===== config.mk =====
export PLATFORM = sky130hd
export DESIGN_NAME = pktctrl_sched
export DESIGN_NICKNAME = d
export VERILOG_FILES = /design/src/rtl/pktctrl_pkg.sv /design/src/rtl/pktctrl_rr_arb.sv /design/src/rtl/pktctrl_sched.sv
export SDC_FILE = /design/constraint.sdc
export NUM_CORES = 1
export LEC_CHECK = 0
export BUFFER_PORTS_ARGS = -buffer_cell sky130_fd_sc_hd__buf_4
export CAP_MARGIN = 15
export CORE_AREA = 2 2 379 381
export CTS_CLUSTER_SIZE = 40
export DETAILED_ROUTE_END_ITERATION = 8
export DIE_AREA = 0 0 381 383
export HOLD_SLACK_MARGIN = 0.15
export PLACE_DENSITY = 0.37
export RECOVER_POWER = 25
export REMOVE_ABC_BUFFERS = 1
export SLEW_MARGIN = 20
export SYNTH_ARGS = -nofsm -noshare
export SYNTH_HDL_FRONTEND = slang
export SYNTH_SLANG_ARGS = --single-unit

===== constraint.sdc =====
create_clock -name pktctrl_rclk -period 8.2 [get_ports pktctrl_rclk]
set_input_delay 1.64 -clock pktctrl_rclk [delete_from_list [all_inputs] [get_ports pktctrl_rclk]]
set_output_delay 1.64 -clock pktctrl_rclk [all_outputs]
set_load 0.01 [all_outputs]

===== src/rtl/pktctrl_pkg.sv =====
// pktctrl_pkg: constants, scheduler state encoding and small helpers shared by the
// pktctrl read-side scheduler and the round-robin arbiter.
//   NUM_CH   - number of requesting capture buffers
//   WORD_W   - buffer word width (two pad beats)
//   BEAT_W   - pad bus width
//   CH_W     - channel index width
//   HDR_MARK - marker bit leading the optional burst header beat
package pktctrl_pkg;

    localparam int NUM_CH = 24;
    localparam int WORD_W = 36;
    localparam int BEAT_W = 18;
    localparam int CH_W   = 5;

    localparam logic HDR_MARK = 1'b1;

    typedef enum logic [2:0] {
        IDLE = 3'd0,
        ARB  = 3'd1,
        HDR  = 3'd2,
        LO   = 3'd3,
        HI   = 3'd4,
        GAP  = 3'd5
    } sched_state_e;

    // One-hot pop strobe for a channel index.
    function automatic logic [NUM_CH-1:0] ch_onehot(input logic [CH_W-1:0] ch);
        return NUM_CH'(1) << ch;
    endfunction

    // Burst header beat: marker, spare zeros, channel, programmed length.
    function automatic logic [BEAT_W-1:0] hdr_beat(input logic [CH_W-1:0] ch,
                                                   input logic [7:0]      len);
        return {HDR_MARK, 4'b0000, ch, len};
    endfunction

endpackage


===== src/rtl/pktctrl_rr_arb.sv =====
// pktctrl_rr_arb: combinational rotate-priority encoder.
//   req     in  NUM_CH  request vector (already masked by the caller)
//   last_ch in  CH_W    previously granted channel; search starts at last_ch+1
//   gnt_vld out 1       some request is set
//   gnt_ch  out CH_W    first requesting channel after last_ch, with wrap
module pktctrl_rr_arb
    import pktctrl_pkg::*;
(
    input  logic [NUM_CH-1:0] req,
    input  logic [CH_W-1:0]   last_ch,
    output logic              gnt_vld,
    output logic [CH_W-1:0]   gnt_ch
);

    // Walk the channels starting just after last_ch; the first hit wins and
    // later hits are ignored, so last_ch itself has the lowest priority.
    always_comb begin
        int  idx;
        logic hit;
        gnt_vld = 1'b0;
        gnt_ch  = '0;
        idx     = 0;
        hit     = 1'b0;
        for (int k = 1; k <= NUM_CH; k++) begin
            idx     = (int'(last_ch) + k) % NUM_CH;
            hit     = !gnt_vld && req[idx];
            gnt_ch  = hit ? CH_W'(idx) : gnt_ch;
            gnt_vld = gnt_vld | hit;
        end
    end

endmodule


===== src/rtl/pktctrl_sched.sv =====
// pktctrl_sched: read-side burst scheduler (pktctrl_rclk domain).
// Round-robin grants one capture buffer at a time, pops rf_burst_len words from it
// and sends each 36-bit word as two 18-bit pad beats (low half first).
//   pktctrl_rclk/pktctrl_rrst  clock, asynchronous active-high reset
//   rf_sched_en, rf_chan_en    global enable, per-channel enable mask
//   rf_burst_len               words per grant, 0 means 256 (sampled at grant)
//   ch_req, ch_rdata           per-channel request, FWFT head words
//   ch_rd                      one-hot pop strobe
//   adc_data, adc_data_valid   pad beat bus
//   sched_busy, sched_cur_ch   status
// Optional build macro PKTCTRL_SCHED_HDR_EN inserts one header beat per burst.
module pktctrl_sched
    import pktctrl_pkg::*;
(
    input  logic                     pktctrl_rclk,
    input  logic                     pktctrl_rrst,
    input  logic                     rf_sched_en,
    input  logic [NUM_CH-1:0]        rf_chan_en,
    input  logic [7:0]               rf_burst_len,
    input  logic [NUM_CH-1:0]        ch_req,
    input  logic [NUM_CH*WORD_W-1:0] ch_rdata,
    output logic [NUM_CH-1:0]        ch_rd,
    output logic [BEAT_W-1:0]        adc_data,
    output logic                     adc_data_valid,
    output logic                     sched_busy,
    output logic [CH_W-1:0]          sched_cur_ch
);

    sched_state_e      state_q, state_d;
    logic [CH_W-1:0]   gnt_ch_q, gnt_ch_d;
    logic [CH_W-1:0]   last_ch_q, last_ch_d;
    logic [CH_W-1:0]   cur_ch_q, cur_ch_d;
    logic [8:0]        wcnt_q, wcnt_d;
    logic [BEAT_W-1:0] word_hi_q, word_hi_d;
    logic [BEAT_W-1:0] adc_data_q, adc_data_d;
    logic              valid_q, valid_d;
    logic              busy_q, busy_d;
    logic [NUM_CH-1:0] ch_rd_q, ch_rd_d;
`ifdef PKTCTRL_SCHED_HDR_EN
    logic [7:0]        len_q, len_d;
`endif

    logic [NUM_CH-1:0] req_m;
    logic              arb_vld;
    logic [CH_W-1:0]   arb_ch;
    logic [WORD_W-1:0] rdata_arr [NUM_CH];
    logic [WORD_W-1:0] head_word;

    for (genvar gi = 0; gi < NUM_CH; gi++) begin : g_unpack
        assign rdata_arr[gi] = ch_rdata[gi*WORD_W +: WORD_W];
    end

    assign head_word = rdata_arr[gnt_ch_q];
    assign req_m     = ch_req & rf_chan_en;

    pktctrl_rr_arb u_arb (
        .req     (req_m),
        .last_ch (last_ch_q),
        .gnt_vld (arb_vld),
        .gnt_ch  (arb_ch)
    );

    // Next-state and next-output computation for the burst sequencer.
    always_comb begin
        state_d    = state_q;
        gnt_ch_d   = gnt_ch_q;
        last_ch_d  = last_ch_q;
        cur_ch_d   = cur_ch_q;
        wcnt_d     = wcnt_q;
        word_hi_d  = word_hi_q;
        adc_data_d = adc_data_q;
        valid_d    = 1'b0;
`ifdef PKTCTRL_SCHED_HDR_EN
        len_d      = len_q;
`endif
        case (state_q)
            IDLE: begin
                if (rf_sched_en && (|req_m)) begin
                    state_d = ARB;
                end else begin
                    state_d = IDLE;
                end
            end
            ARB: begin
                // Requests may vanish between IDLE and ARB; fall back quietly.
                if (arb_vld) begin
                    gnt_ch_d  = arb_ch;
                    last_ch_d = arb_ch;
                    cur_ch_d  = arb_ch;
                    wcnt_d    = (rf_burst_len == 8'd0) ? 9'd256 : {1'b0, rf_burst_len};
`ifdef PKTCTRL_SCHED_HDR_EN
                    len_d     = rf_burst_len;
                    state_d   = HDR;
`else
                    state_d   = LO;
`endif
                end else begin
                    state_d = IDLE;
                end
            end
`ifdef PKTCTRL_SCHED_HDR_EN
            HDR: begin
                adc_data_d = hdr_beat(gnt_ch_q, len_q);
                valid_d    = 1'b1;
                state_d    = LO;
            end
`endif
            LO: begin
                // The pop and the capture share this edge, so the FWFT head is still
                // the word being popped.
                word_hi_d  = head_word[WORD_W-1:BEAT_W];
                adc_data_d = head_word[BEAT_W-1:0];
                valid_d    = 1'b1;
                state_d    = HI;
            end
            HI: begin
                adc_data_d = word_hi_q;
                valid_d    = 1'b1;
                wcnt_d     = wcnt_q - 9'd1;
                if (wcnt_q == 9'd1) begin
                    state_d = GAP;
                end else begin
                    state_d = LO;
                end
            end
            GAP: begin
                state_d = IDLE;
            end
            default: begin
                state_d = IDLE;
            end
        endcase
        // Pop strobe is registered, so raise it for the cycle spent in LO.
        ch_rd_d = (state_d == LO) ? ch_onehot(gnt_ch_d) : '0;
        busy_d  = (state_d != IDLE);
    end

    // Sequencer state and registered outputs.
    always_ff @(posedge pktctrl_rclk or posedge pktctrl_rrst) begin
        if (pktctrl_rrst) begin
            state_q    <= IDLE;
            gnt_ch_q   <= '0;
            last_ch_q  <= CH_W'(NUM_CH - 1);
            cur_ch_q   <= '0;
            wcnt_q     <= 9'd0;
            word_hi_q  <= '0;
            adc_data_q <= '0;
            valid_q    <= 1'b0;
            busy_q     <= 1'b0;
            ch_rd_q    <= '0;
`ifdef PKTCTRL_SCHED_HDR_EN
            len_q      <= 8'd0;
`endif
        end else begin
            state_q    <= state_d;
            gnt_ch_q   <= gnt_ch_d;
            last_ch_q  <= last_ch_d;
            cur_ch_q   <= cur_ch_d;
            wcnt_q     <= wcnt_d;
            word_hi_q  <= word_hi_d;
            adc_data_q <= adc_data_d;
            valid_q    <= valid_d;
            busy_q     <= busy_d;
            ch_rd_q    <= ch_rd_d;
`ifdef PKTCTRL_SCHED_HDR_EN
            len_q      <= len_d;
`endif
        end
    end

    assign ch_rd          = ch_rd_q;
    assign adc_data       = adc_data_q;
    assign adc_data_valid = valid_q;
    assign sched_busy     = busy_q;
    assign sched_cur_ch   = cur_ch_q;

endmodule


=== Word-level counts from Yosys, hierarchy flattened ===
Index checks and enable logic that the tools add are counted.

* Flip-flop bits (word level): 89

* $lt $le $gt $ge: 25
* Add/subtract/negate cells: 25
* Shift operators: 1
* Reduce and logical (&&, ||, !) cells: 56
* Divide/modulo/power cells: 24
* Eq/ne operators: 6
* Bitwise operators: 25
* Multiplexer cells: 111

{| class="wikitable"
|+ Operators with widths
! operator !! count
|-
| $lt 32x7->1 const B || 24
|-
| $mod 32x6->32 const B || 24
|-
| $bmux 36 s5 || 1
|-
| $mux 5 || 26
|-
| $bmux 1 s5 || 24
|-
| $mux 36 || 2
|-
| $add 5x5->6 const B || 9
|-
| $mux 1 || 50
|-
| $add 5x4->6 const B || 8
|-
| $pmux 18 s2 || 1
|-
| $add 5x3->6 const B || 4
|-
| $and 24x24->24 || 1
|-
| $logic_and 1x1->1 || 24
|-
| $mux 24 || 1
|-
| $reduce_or 24->1 || 1
|-
| $shl 1x5->24 const A || 1
|-
| $logic_not 1->1 || 23
|-
| $or 1x1->1 || 23
|-
| $mux 9 || 2
|-
| $pmux 9 s2 || 1
|-
| $add 5x2->6 const B || 2
|-
| $pmux 3 s4 || 1
|-
| $eq 9x1->1 const B || 1
|-
| $sub 9x1->9 const B || 1
|-
| other kinds (15) || 18
|}

=== Depth between registers and ports, before layout ===
* Depth in word-level cells: 78
* Mapped depth: 30
* Mapped depth without buffers: 22

=== Cells and area by module ===
From an unflattened synthesis, not the netlist that was laid out.

* Cell total of the unflattened synthesis: 2164
* Area, all modules: 17805.8 um^2

{| class="wikitable"
|+ By module, submodules not included
! module !! cells each !! times used !! area an instance (um^2)
|-
| pktctrl_sched || 1251 || 1 || 11285.8
|-
| pktctrl_rr_arb || 913 || 1 || 6520.0
|}

=== Worst setup path after synthesis ===
OpenSTA, ideal clock, no wires.

* Path type: register to register
* Start: register last_ch_q[2]
* End: register ch_rd_q[11], in the netlist ch_rd[11]
* Required time: 8.132 ns
* Setup time: 0.068 ns
* Slack: 2.162 ns
* Path buffers: 6
* Cell stages (with the launch flop): 25
* Arrival: 5.970 ns
* Cell sequence: dfstp_2 > buf_4 > buf_4 > clkbuf_1 > inv_1 > ha_1 > a21bo_1 > buf_4 > a21o_1 > ha_1 > nand2b_1 > a211o_1 > a32oi_1 > o221ai_1 > o21ai_1 > mux2_2 > clkbuf_1 > or4_4 > a21o_1 > a41o_1 > o211ai_2 > a31oi_4 > or3_1 > buf_2 > and4bb_1

* Cells in the longest elaborated chain, start to end: 78

{| class="wikitable"
|+ Ends and longest elaborated chain
! element !! RTL line !! text
|-
| from (decl) || pktctrl_sched.sv:31 || <nowiki>logic [CH_W-1:0] last_ch_q, last_ch_d;</nowiki>
|-
| from (signal assigned) || pktctrl_sched.sv:143 || <nowiki>last_ch_q <= CH_W'(NUM_CH - 1);</nowiki>
|-
| from (signal assigned) || pktctrl_sched.sv:157 || <nowiki>last_ch_q <= last_ch_d;</nowiki>
|-
| $add 5x1->6 || pktctrl_rr_arb.sv:25 || <nowiki>idx = (int'(last_ch) + k) % NUM_CH;</nowiki>
|-
| $mod 32x6->32 || pktctrl_rr_arb.sv:25 ||
|-
| $bmux 1 s5 || pktctrl_rr_arb.sv:26 || <nowiki>hit = !gnt_vld && req[idx];</nowiki>
|-
| $mux 1 (not written as such) (2 in a row) || pktctrl_rr_arb.sv:26 ||
|-
| $logic_not 1->1 || pktctrl_rr_arb.sv:26 ||
|-
| $logic_and 1x1->1 || pktctrl_rr_arb.sv:26 ||
|-
| $or 1x1->1 || pktctrl_rr_arb.sv:28 || <nowiki>gnt_vld = gnt_vld | hit;</nowiki>
|-
| $logic_not 1->1 || pktctrl_rr_arb.sv:26 ||
|-
| [62 not listed] || -- ||
|-
| $logic_not 1->1 || pktctrl_rr_arb.sv:26 ||
|-
| $logic_and 1x1->1 || pktctrl_rr_arb.sv:26 ||
|-
| $or 1x1->1 / $mux 5 (equally long branches) || pktctrl_rr_arb.sv:28, pktctrl_rr_arb.sv:27 ||
|-
| $mux 2 / $mux 5 (equally long branches) || pktctrl_sched.sv:86 || <nowiki>if (arb_vld) begin</nowiki>
|-
| $pmux 3 s4 / $mux 5 (equally long branches) || pktctrl_sched.sv:76 || <nowiki>case (state_q)</nowiki>
|-
| $eq 3x2->1 / $shl 1x5->24 (equally long branches) || pktctrl_sched.sv:134, pktctrl_pkg.sv:28 ||
|-
| $mux 24 * || pktctrl_sched.sv:134 || <nowiki>ch_rd_d = (state_d == LO) ? ch_onehot(gnt_ch_d) : '0;</nowiki>
|-
| net ch_rd_d[11] || pktctrl_sched.sv:38 || <nowiki>logic [NUM_CH-1:0] ch_rd_q, ch_rd_d;</nowiki>
|-
| to (signal assigned) || pktctrl_sched.sv:164 || <nowiki>ch_rd_q <= ch_rd_d;</nowiki>
|-
| to (decl) || pktctrl_sched.sv:38 ||
|}

Mark *: on every way through the listed nets, which the timed path passes. The rest lies on a longest branch. The select of a mux whose other input is x is not followed.
A chain may end at the register's enable or synchronous reset.

=== Worst setup path in the final report ===
* Start: register last_ch_q[1]
* End: register ch_rd_q[11], in the netlist ch_rd[11]

Same word-level chain as after synthesis.

==> impl_metrics.py <==
metrics = {
    "status": {
        "status": "finished, violations left",
        "violations": "capacitance limit, slew limit",
    },
    "global_routing": {
        "grt_pass1_wl_um": 208100,
        "overflow": 0,
        "antenna_found_initial": 118,
        "grt_start_max_net_pins": 90,
        "grt_pass1_vias": 21620,
        "gr-usage-all-layers_pct": 21.23,
    },
    "floorplan": {
        "dieArea_um2": 145900,
        "pin_count": 972,
        "die_width_um": 381,
        "start_util_pct": 12.97,
        "fp.dieH_um": 383,
        "rows": 139,
        "core-area_um2": 142300,
    },
    "timing": {
        "rsz0062_at_grt": "no",
        "worst_slack_ns": 1.489,
        "fin_crit_sh_pct": 81.85,
        "fmax_mhz": 149.0,
        "relSlewSlack_pct": -137.6,
        "hold_viol": 0,
        "period_needed_ns": 6.711,
        "final.setup_skew_ns": 0.01096,
        "slew_violations": 125,
        "setup_violations": 0,
        "worstMarginPinSlew_ns": 3.564,
    },
    "pwr": {
        "comb_power_share_pct": 89.3,
        "clkPwrFrac_pct": 3.7,
        "p_leak_uw": 0.01142,
        "switching_share_pct": 58.75,
        "ir_drop_mv": 0.1933,
        "power.switching_uw": 7777,
        "p_int_uw": 5461,
        "power.density_nw_per_um2": 472.0,
        "seqPwrFrac_pct": 7.0,
    },
    "run": {
        "maxCapViolations": 2,
    },
    "placed_design": {
        "dp_hpwl_um": 141400,
        "postPlaceCellArea_um2": 27690,
        "dp_slack_ns": 1.662,
        "place_congestion": 0.9432,
        "port-buffer-count": 971,
    },
    "yosys": {
        "ys_seq_area_share_pct": 11.96,
        "syn_inst": 1956,
        "ys_types": 135,
        "synthFlopType": "dfrtp_1",
        "yosys_warnings": 0,
        "yosysTopAreaCell": "mux4_2",
        "syn-mean-instance-area_um2": 9.436,
        "synth_top_area_share_pct": 30.63,
        "synth_edf_count": 0,
        "synth_area_um2": 18460,
        "synth_seq_cells": 88,
        "synth_area_leaders": "mux4_2 31%, dfrtp_1 11%, ha_1 3.3%",
        "synthArstFlopShare_pct": 100.0,
    },
    "cts": {
        "cts_buffer_depth": 2,
        "cts.sinks": 88,
        "insertion_delay_ns": 0.40,
        "root_buffer": "clkbuf_16",
        "ctsResizeCount": 0,
        "cts_max_level": 3,
        "numCtsBuffers": 9,
        "tritoncts": "done",
        "cts_hold_buf": 0,
        "clkTransAtPathRegs_ns": 0.08,
        "post-cts-setup-buffers": 0,
    },
    "drt": {
        "drtPass1Iterations": 5,
        "drtIter0Drc": 1996,
        "drc": 0,
        "dr_total_vias": 22060,
        "routed_wl_um": 161700,
        "vias_per_cell": 4.644,
        "antenna_left": 0,
        "wire_per_inst_um": 34.04,
    },
    "critical_path": {
        "crit_type": "flip-flop to flip-flop",
        "path_max_fanout": 16,
        "crit_arrival_ns": 7.04,
        "cp-start-kind": "flip-flop",
        "required_ns": 8.53,
        "endpoint_kind": "flip-flop",
    },
    "cells_and_area": {
        "seqCellArea_um2": 2222,
        "layout_common_cells": "1008 x buf_4, 251 x mux4_2, 160 x nand2_1, 117 x o21ai_0",
        "final_common_cell": "buf_4",
        "filler_cell_count": 16000,
        "area_delta_synth_final_pct": 51.96,
        "drive_above_1_share_pct": 50.34,
        "nets": 3792,
        "stdcell_area_um2": 28050,
        "multi_input_comb_area_um2": 15170,
    },
    "worst_hold_path": {
        "hold_class": "flip-flop to flip-flop",
    },
}
power groups by stage:
| stage | sequential, uW | clock [uW] | combinational, uW |
|---|---|---|---|
| after global placement | 944 | 0 | 11900 |
| after global routing | 961 | 529 | 12600 |
| after floorplan | 1340 | 0 | 7570 |
| after CTS | 935 | 514 | 11800 |
| after detailed placement | 941 | 0 | 11700 |
| final | 926 | 494 | 11800 |
layout make-up:
| cell class | instances | share of cell area (%) |
|---|---|---|
| Inverter | 53 | 0.7137 |
| Clock inverter | 6 | 0.3346 |
| Multi-Input combinational cell | 1647 | 54.07 |
| Timing Repair Buffer | 1021 | 27.46 |
| Tap cell | 1903 | 8.489 |
| Antenna cell | 22 | 0.1963 |
| Clock buffer | 10 | 0.8163 |
| Sequential cell | 88 | 7.923 |
per-layer routing:
metal	routed length, um	part of all wire (%)	up-vias	GRT usage, %
met2	81830	51	1153	37.65
met4	4150	2.6	34	4.450
met5	213	0.13	-	0
li1	-	-	9574	-
met1	63840	39	11050	25.77
met3	11630	7.2	250	5.320
critical path: stages, from the launching register on:
cell	delay [ns]
dfstp_2	0.79
inv_1	0.08
buf_4	0.24
ha_1	0.39
a21o_1	0.28
a21oi_1	0.66
inv_1	0.18
ha_1	0.33
nor2b_1	0.20
a21oi_1	0.12
o311ai_1	0.38
o31a_1	0.51
nand3_2	0.26
nor4_4	0.41
and4_1	0.37
a21o_1	0.34
and2_1	0.23
a31oi_4	0.06
or3_1	0.47
and4bb_1	0.30
final timing paths:
check / cells past startpoint / to / slack (ns) / start
worst max-delay path: 19 / ch_rd[11] / 1.49 / last_ch_q[1]
worst min-delay path: 2 / adc_data[12] / 0.49 / word_hi_q[12]
worst max register to register: 19 / ch_rd[11] / 1.49 / last_ch_q[1]
worst min register to register: 2 / adc_data[12] / 0.49 / word_hi_q[12]
max in group asynchronous: 3 / adc_data[12] / 4.57 / pktctrl_rrst
min in group asynchronous: 2 / wcnt_q[1] / 1.99 / pktctrl_rrst
cells in the mapped netlist, drive strengths merged, types with 26 or more instances:
cell type  instances
o211ai            30
nor2b             48
mux2              28
nor3              52
nand4             26
nand3             77
ha                49
a21oi            120
o21ai            132
nor2             115
buf               83
mux4             251
nand2            161
clkbuf            85
dfrtp             84
mux2i             57
inv               51
a211oi            54
nand2b            35
cells by family after synthesis:
family / Yosys count / synth area share, %
AOI/OAI and AO/OA: 583 / 22.62
xor gates and xnor gates: 27 / 1.607
adders and majority gates: 49 / 3.322
buffers and inverters: 221 / 5.931
DFF: 88 / 11.96
muxes: 336 / 35.53
and+or+nand+nor: 652 / 19.03
sequential cells by signal, summed over array words and instances (netlist names):
register	count
last_ch_q	5
word_hi_q	18
gnt_ch_q	5
wcnt_q	9
adc_data_valid	1
sched_cur_ch	4
state_q	3
sched_busy	1
ch_rd	24
adc_data	18
through the flow:
stage | power (uW) | utilization (%) | hold WS, ns | TNS, ns | instances
2_1_floorplan | 8907 | - | 0.4497 | -83.63 | 1788
3_3_place_gp | 12800 | 19.47 | 0.4644 | 0 | 4712
3_5_place_dp | 12640 | 19.47 | 0.4678 | 0 | 4712
4_1_cts | 13210 | 19.69 | 0.4890 | 0 | 4728
5_1_grt | 14070 | 19.69 | 0.5126 | 0 | 4738
6_report | 13240 | 19.72 | 0.4868 | 0 | 4750
No activity file was read; power rests on OpenSTA's default activity.
